**src/rtl/pc_fetch_stage.sv**
```systemverilog
// pc_fetch_stage: instruction fetch stage with PC register, one-entry skid
// buffer, IF/ID pipeline register and redirect (branch/jump) handling.
// The FSM tracks whether a memory request is live (FETCH), whether an
// outstanding response must be thrown away after a redirect (DROP), and
// whether a fetched word is parked in the skid buffer behind a stall (HOLD).
module pc_fetch_stage #(
  parameter logic [31:0] RESET_PC = 32'h0000_0000
) (
  input  logic        clk,
  input  logic        reset,
  input  logic        stall,
  input  logic        branch_taken,
  input  logic [31:0] branch_target,
  input  logic        jump,
  input  logic [31:0] jump_target,
  output logic        imem_req,
  output logic [31:0] imem_addr,
  input  logic        imem_ready,
  input  logic [31:0] imem_rdata,
  output logic        if_valid,
  output logic [31:0] if_pc,
  output logic [31:0] if_pc_plus4,
  output logic [31:0] if_instr,
  output logic        misaligned
);

  typedef enum logic [1:0] {
    ST_IDLE  = 2'd0,
    ST_FETCH = 2'd1,
    ST_DROP  = 2'd2,
    ST_HOLD  = 2'd3
  } state_t;

  state_t      state_r;
  state_t      state_next_s;
  logic        imem_req_r;
  logic        req_next_s;

  logic [31:0] pc_r;
  logic [31:0] pc_next_s;
  logic [31:0] pc_plus4_s;
  logic        misaligned_r;

  logic        redirect_s;
  logic [31:0] raw_target_s;
  logic [31:0] target_s;
  logic        target_misaligned_s;

  logic        if_valid_r;
  logic [31:0] if_pc_r;
  logic [31:0] if_pc_plus4_r;
  logic [31:0] if_instr_r;

  logic        skid_valid_r;
  logic [31:0] skid_pc_r;
  logic [31:0] skid_instr_r;

  logic        ifid_load_s;
  logic        ifid_clear_s;
  logic        ifid_from_skid_s;
  logic        ifid_valid_in_s;
  logic [31:0] ifid_pc_in_s;
  logic [31:0] ifid_instr_in_s;
  logic        skid_load_s;
  logic        skid_clear_s;

  assign redirect_s = branch_taken | jump;
  assign pc_plus4_s = pc_r + 32'd4;

  // Redirect target selection: branch wins over jump, low bits are forced to zero
  always_comb begin
    if (branch_taken) begin
      raw_target_s = branch_target;
    end else begin
      raw_target_s = jump_target;
    end
    target_s            = {raw_target_s[31:2], 2'b00};
    target_misaligned_s = |raw_target_s[1:0];
  end

  // State register together with the fetch request it implies
  always_ff @(posedge clk) begin
    if (reset) begin
      state_r    <= ST_IDLE;
      imem_req_r <= 1'b0;
    end else begin
      state_r    <= state_next_s;
      imem_req_r <= req_next_s;
    end
  end

  // Next-state logic
  always_comb begin
    state_next_s = state_r;
    case (state_r)
      ST_IDLE: begin
        state_next_s = ST_FETCH;
      end
      ST_FETCH: begin
        if (redirect_s) begin
          // A still-pending response belongs to the old stream and must be dropped
          if (imem_ready) begin
            state_next_s = ST_FETCH;
          end else begin
            state_next_s = ST_DROP;
          end
        end else if (imem_ready && stall) begin
          state_next_s = ST_HOLD;
        end else begin
          state_next_s = ST_FETCH;
        end
      end
      ST_DROP: begin
        if (imem_ready) begin
          state_next_s = ST_FETCH;
        end else begin
          state_next_s = ST_DROP;
        end
      end
      ST_HOLD: begin
        if (redirect_s || !stall) begin
          state_next_s = ST_FETCH;
        end else begin
          state_next_s = ST_HOLD;
        end
      end
      default: begin
        state_next_s = ST_IDLE;
      end
    endcase
  end

  // Output and datapath control decoded from state and inputs
  always_comb begin
    req_next_s       = (state_next_s == ST_FETCH) || (state_next_s == ST_DROP);
    pc_next_s        = pc_r;
    ifid_load_s      = 1'b0;
    ifid_clear_s     = 1'b0;
    ifid_from_skid_s = 1'b0;
    skid_load_s      = 1'b0;
    skid_clear_s     = 1'b0;
    if (redirect_s) begin
      // Flush applies even under stall: the held instruction is on the wrong path
      pc_next_s    = target_s;
      ifid_clear_s = 1'b1;
      skid_clear_s = 1'b1;
    end else begin
      case (state_r)
        ST_FETCH: begin
          if (imem_ready) begin
            pc_next_s = pc_plus4_s;
            if (stall) begin
              skid_load_s = 1'b1;
            end else begin
              ifid_load_s = 1'b1;
            end
          end else if (!stall) begin
            // Decode consumed the current entry and nothing new arrived
            ifid_clear_s = 1'b1;
          end else begin
            ifid_clear_s = 1'b0;
          end
        end
        ST_HOLD: begin
          if (!stall) begin
            ifid_load_s      = 1'b1;
            ifid_from_skid_s = 1'b1;
            skid_clear_s     = 1'b1;
          end else begin
            ifid_load_s = 1'b0;
          end
        end
        ST_DROP: begin
          if (!stall) begin
            ifid_clear_s = 1'b1;
          end else begin
            ifid_clear_s = 1'b0;
          end
        end
        ST_IDLE: begin
          ifid_clear_s = 1'b0;
        end
        default: begin
          ifid_clear_s = 1'b1;
        end
      endcase
    end
  end

  // Source mux feeding the IF/ID register: fresh memory word or skid entry
  always_comb begin
    if (ifid_from_skid_s) begin
      ifid_valid_in_s = skid_valid_r;
      ifid_pc_in_s    = skid_pc_r;
      ifid_instr_in_s = skid_instr_r;
    end else begin
      ifid_valid_in_s = 1'b1;
      ifid_pc_in_s    = pc_r;
      ifid_instr_in_s = imem_rdata;
    end
  end

  // PC register and sticky misaligned-target flag
  always_ff @(posedge clk) begin
    if (reset) begin
      pc_r         <= RESET_PC;
      misaligned_r <= 1'b0;
    end else begin
      pc_r <= pc_next_s;
      if (redirect_s && target_misaligned_s) begin
        misaligned_r <= 1'b1;
      end
    end
  end

  // IF/ID pipeline register; pc+4 is registered alongside the pc
  always_ff @(posedge clk) begin
    if (reset) begin
      if_valid_r    <= 1'b0;
      if_pc_r       <= 32'h0000_0000;
      if_pc_plus4_r <= 32'h0000_0000;
      if_instr_r    <= 32'h0000_0000;
    end else if (ifid_clear_s) begin
      if_valid_r <= 1'b0;
    end else if (ifid_load_s) begin
      if_valid_r    <= ifid_valid_in_s;
      if_pc_r       <= ifid_pc_in_s;
      if_pc_plus4_r <= ifid_pc_in_s + 32'd4;
      if_instr_r    <= ifid_instr_in_s;
    end
  end

  // One-entry skid buffer catching a word that arrives while decode stalls
  always_ff @(posedge clk) begin
    if (reset) begin
      skid_valid_r <= 1'b0;
      skid_pc_r    <= 32'h0000_0000;
      skid_instr_r <= 32'h0000_0000;
    end else if (skid_clear_s) begin
      skid_valid_r <= 1'b0;
    end else if (skid_load_s) begin
      skid_valid_r <= 1'b1;
      skid_pc_r    <= pc_r;
      skid_instr_r <= imem_rdata;
    end
  end

  assign imem_req    = imem_req_r;
  assign imem_addr   = pc_r;
  assign if_valid    = if_valid_r;
  assign if_pc       = if_pc_r;
  assign if_pc_plus4 = if_pc_plus4_r;
  assign if_instr    = if_instr_r;
  assign misaligned  = misaligned_r;

endmodule

```
**config.mk**
```make
export PLATFORM = sky130hd
export DESIGN_NAME = pc_fetch_stage
export DESIGN_NICKNAME = d
export VERILOG_FILES = /design/src/rtl/pc_fetch_stage.sv
export SDC_FILE = /design/constraint.sdc
export NUM_CORES = 1
export LEC_CHECK = 0
export BUFFER_PORTS_ARGS = -buffer_cell sky130_fd_sc_hd__buf_2
export CELL_PAD_IN_SITES_DETAIL_PLACEMENT = 0
export CELL_PAD_IN_SITES_GLOBAL_PLACEMENT = 1
export CORE_MARGIN = 5
export CORE_UTILIZATION = 35
export CTS_CLUSTER_SIZE = 40
export DETAILED_ROUTE_END_ITERATION = 8
export PLACE_DENSITY_LB_ADDON = 0.1
export SKIP_CTS_REPAIR_TIMING = 1
export SLEW_MARGIN = 10
export SYNTH_ARGS = -nofsm -noshare
export SYNTH_HDL_FRONTEND = slang
export SYNTH_SLANG_ARGS = --single-unit
```
**constraint.sdc**
```tcl
create_clock -name clk -period 3.65 [get_ports clk]
set_input_delay 0.1825 -clock clk [delete_from_list [all_inputs] [get_ports clk]]
set_output_delay 0.1825 -clock clk [all_outputs]
set_load 0.005 [all_outputs]
```
# Word-level counts from Yosys, hierarchy flattened
# Index checks and enable logic that the tools add are counted.
# W data, S select, Z words.
dict set report word_totals {
  register_bits 198
  input_bits 102
  output_inout_bits 131
  wordCells 64
}
dict set report op_classes {
  add_sub_neg 2
  eq_ne 5
  n_mux 26
  bitwise_logic 3
  n_reduce_logical 16
}
# cell count
set ops {}
lappend ops {{$mux W32} 6}
lappend ops {{$add A32 B3 Y32 const B} 2}
lappend ops {{$mux W1} 13}
lappend ops {{$mux W2} 4}
lappend ops {{$pmux W2 S4} 1}
lappend ops {{$reduce_and A2 Y1} 4}
lappend ops {{$reduce_or A2 Y1} 4}
lappend ops {{$eq A2 B2 Y1 const B} 3}
lappend ops {{$eq A2 B1 Y1 const B} 2}
lappend ops {{$pmux W1 S2} 2}
lappend ops {{$reduce_bool A2 Y1} 2}
lappend ops {{$logic_and A1 B1 Y1} 2}
lappend ops {{$logic_not A2 Y1} 1}
lappend ops {{$logic_or A1 B1 Y1} 2}
lappend ops {{$not A1 Y1} 2}
lappend ops {{$logic_not A1 Y1} 1}
lappend ops {{$or A1 B1 Y1} 1}

# Logic depth before layout (Yosys ltp)
dict set report logic_depth {
  depth_word 6
  depth_mapped 14
  ltp_nobuf 10
}

# Least setup slack after synthesis
# No wires, ideal clock.
dict set report synth_path {
  path_type {register to register}
  start {register state_r[0]}
  end {register if_pc_plus4_r[30] (netlist: if_pc_plus4[30])}
  setup_ns 0.117
  t_arrival_ns 3.741
  t_required_ns 3.533
  setup_slack_ns -0.208
  stages_incl_launch_ff 15
  path_buffers 4
  synth_period_minus_slack_ns 3.858
  cell_sequence {dfxtp_1 ha_1 nor4b_1 buf_2 buf_2 buf_2 buf_2 nand2_1 nand2_1 ha_1 nand3_1 nor4_1 o221ai_2 or4_1 a32o_1}
}
dict set report synth_via {
  elab_chain_len 5
  word_cells_on_any_way 13
  cone_classes {add/sub (1); eq/ne (3); mux (7); bitwise (1); reduce/logical (1)}
}
# item line
set synth_rtl {}
lappend synth_rtl {{start, declared} 34} ;# state_t state_r;
lappend synth_rtl {{start signal, assigned} 87} ;# state_r <= state_next_s;
lappend synth_rtl {{$eq A2 B2 Y1} 148} ;# case (state_r)
lappend synth_rtl {{$mux W1} 148}
lappend synth_rtl {{$mux W1} 142} ;# if (redirect_s) begin
lappend synth_rtl {{$mux W32} 192} ;# if (ifid_from_skid_s) begin
lappend synth_rtl {{net ifid_pc_in_s[2]} 62} ;# logic [31:0] ifid_pc_in_s;
lappend synth_rtl {{$add A32 B3 Y32} 228} ;# if_pc_plus4_r <= ifid_pc_in_s + 32'd4;
lappend synth_rtl {{end signal, assigned} 228}
lappend synth_rtl {{end, declared} 51} ;# logic [31:0] if_pc_plus4_r;
# The timed path passes the listed nets, and every way through them passes these cells.
# A chain may end at the register's enable or synchronous reset.

# Worst setup path in the final report
# Ends and elaborated chain as after synthesis.

==> summary.md <==
| Metric | Value |
|---|---|
| IO Count | 233 |
| Endpoints failing hold | 7 |
| Final Cycle Share | 88.1% |
| Final min period | 3.22 ns |
| Reg-to-Reg Start | state_r[0] |
| Non-Filler Instances | 1790 |
| DRT Pass-1 Iters | 5 |
| Site Rows | 60 |
| Power per Cell Area | 400 nW/µm² |
| Violated checks | negative hold slack |
| Root buffer cell | clkbuf_16 |
| Clk_lat worst skew | 0.45 ns |
| Worst r2r dst | if_pc_plus4[30] |
| Top FF cell, synth | dfxtp_1 |
| CTS tree | yes |
| Setup TNS | 0 ns |
| Vias in the first global route | 9170 |
| Max-Cap Viols | 0 |
| Drt total wl | 34900 µm |
| Initial antenna violation count | 1 |
| First-pass GRT wire length | 54000 µm |
| Yosys warning total | 0 |
| Post-route ant nets | 0 |
| Clk_skew | 0.0205 ns |
| Worst Path Required | 3.98 ns |
| Dpl cells | 1744 |
| Number of flops mapped to enable cells by yosys | 0 |
| Seq cells post-synth | 190 |
| Vias per inst | 5.42 |
| Setup crit end | if_pc_plus4[30] |
| Area grow syn2layout | 22.5% |
| Mapped Cells | 1256 |
| Final setup vio count | 0 |
| Storage cell area | 3800 µm² |
| Status | finished with violations |
| Critical Path AT | 3.54 ns |
| Core ar. | 26900 µm² |
| Share of cells above drive strength 1 | 21.2% |
| Slowest cell on crit path | or4_1 |
| Worst Reg-to-Reg Cells | 10 |
| Leading cell type in the layout, fill and taps excluded | nand2_1 |
| Area taken by multi-input logic gates | 5220 µm² |
| R2r setup slk | 0.43 ns |
| Worst Setup Path Type | reg2reg |
| DRT iter0 DRCs | 697 |
| Clk sink count | 190 |
| CP Cell Sequence | ha_1 > nor4b_4 > nand2_1 > nand2_1 > ha_1 > nand3_1 > nor4_4 > o221ai_2 > or4_1 > a32o_1 |
| CP endpoint kind | flop |
| Post-synth top area share | 40.0% |
| DP HPWL | 25000 µm |
| WHS | -0.0180 ns |
| FMAX | 0.311 GHz |
| DRC | 0 |
| Avg Cell Area, Syn | 7.58 µm² |
| Synth area leader | dfxtp_1 |
| Most frequent cells in the layout | nand2_1 (277), buf_2 (225), dfxtp_1 (190) |
| Tightest Pin Transition | 1.03 ns |
| Worst rel slew slack | 31.2% |
| Routability cong. | 0.817 |
| Async set-reset flop share out of synthesis | 0% |
| Die area | 30600 µm² |
| Initial Util | 35.4% |
| Lkg Pwr | 4.60 nW |
| Maximum VDD drop | 0.253 mV |
| RSZ-0062 raised after global routing | false |
| Cells taking the most area after synthesis | dfxtp_1 (40%), nand2_1 (11%), a21oi_1 (5.4%), nor2_1 (4.9%), mux2i_1 (3.6%) |
| GRT Residual Overflow | 0 |
| Post-synthesis sequential area ratio | 40.0% |
| Cell area after synthesis | 9520 µm² |
| Critical Path Source | state_r[0] |
| Clock H-tree levels | 4 |
| WL/cell | 19.5 µm |
| CP max stage delay | 0.50 ns |
| Clock-pin slew on the worst setup and hold paths | 0.08 ns |
| Final-report max-slew violation count | 0 |
| Fin nets | 1543 |
| Die H | 175 µm |
| Clock buffer depth | 2 |
| Largest net degree at the start of global routing | 93 |
| Cell variety after synth | 64 |
| CP max FO | 7 |
| Startpoint Class | flop |
| Worst min path class | in2reg |
| Vias post-DR | 9706 |
| Port Buffer Count | 226 |
| Chip Width | 175 µm |
| CTS Buf Count | 17 |
| FILL cells | 2841 |
| GR Util All Layers | 22.0% |
[how the worst min path moves through the flow]
stage / cells past startpoint / to / start / slack, ns
2_1_floorplan: 2 / skid_instr_r[0] / imem_rdata[0] / 0.32
3_3_place_gp: 3 / skid_instr_r[13] / imem_rdata[13] / 0.44
3_5_place_dp: 3 / imem_addr[6] / branch_target[6] / 0.44
4_1_cts: 3 / skid_instr_r[11] / imem_rdata[11] / -0.04
5_1_grt: 3 / skid_instr_r[21] / imem_rdata[21] / 0.0009
6_report: 3 / imem_addr[6] / branch_target[6] / -0.02
[synth_stat cells, drive strengths merged (20+ instances only)]
master / instances
nand2: 277
dfxtp: 190
nor2: 124
a21oi: 102
clkbuf: 89
nand3: 47
o21ai: 44
a311oi: 38
mux2i: 34
a211oi: 32
buf: 28
nor3: 27
nand4: 20
[where the power goes]
part           switching (mW)  internal (mW)  total, mW
clock                    1.01          0.941       1.95
combinational           0.298          0.199      0.497
sequential             0.0863           2.12       2.21
total                    1.40           3.26       4.66
[metrics by stage]
step | cell area, µm² | setup slack (ns) | util, % | power [mW] | hold WS [ns]
6_report | 11700 | 0.435 | 43.4 | 4.66 | -0.0180
5_1_grt | 11700 | 0.234 | 43.4 | 4.84 | 0.000897
4_1_cts | 11500 | 0.430 | 42.9 | 4.69 | -0.0406
3_5_place_dp | 10900 | 0.438 | 40.6 | 2.74 | 0.440
3_3_place_gp | 10900 | 0.537 | 40.6 | 2.74 | 0.441
2_1_floorplan | 9560 | 0.0890 | - | 2.51 | 0.318
[cells by family after synthesis]
logic type	count (synthesis)	synth area share, %
compound gates	301	20.9
other cells	1	0.0394
xor+xnor	21	1.93
simple gates	572	27.0
flops	190	40.0
mux	34	3.58
fa+ha+maj	6	0.789
buf+inv	131	5.78
[cell type report]
cell class              instances  area share, %
inverters                      14          0.451
well taps                     341           3.66
multi-input cells             940           44.8
diodes                          1         0.0215
clock inverters                15           1.58
flip-flops and latches        190           32.6
clock buffers                  17           3.65
repair buffers                272           13.2
[layer usage]
metal	GRT usage (%)	part of all wire, %
met1	33.8	50
met4	4.68	0.96
met2	32.5	43
met5	0	0
met3	3.50	6.2
[state kept, by name, indices dropped and copies added, names as in the netlist]
name,count
if_instr,32
skid_instr_r,32
if_pc,30
if_pc_plus4,30
imem_addr,30
skid_pc_r,30
state_r,2
if_valid,1
imem_req,1
misaligned,1
skid_valid_r,1
[worst max-delay path, delay by kind of cell (launching register included)]
kind,cells,cell delay (ns)
AO/OA/AOI/OAI,2,0.44
AND/OR/NAND/NOR,6,1.75
adder cells (fa/ha/maj),2,0.55
flip-flops,1,0.36
Note: power is estimated with default switching activity, not from simulation.
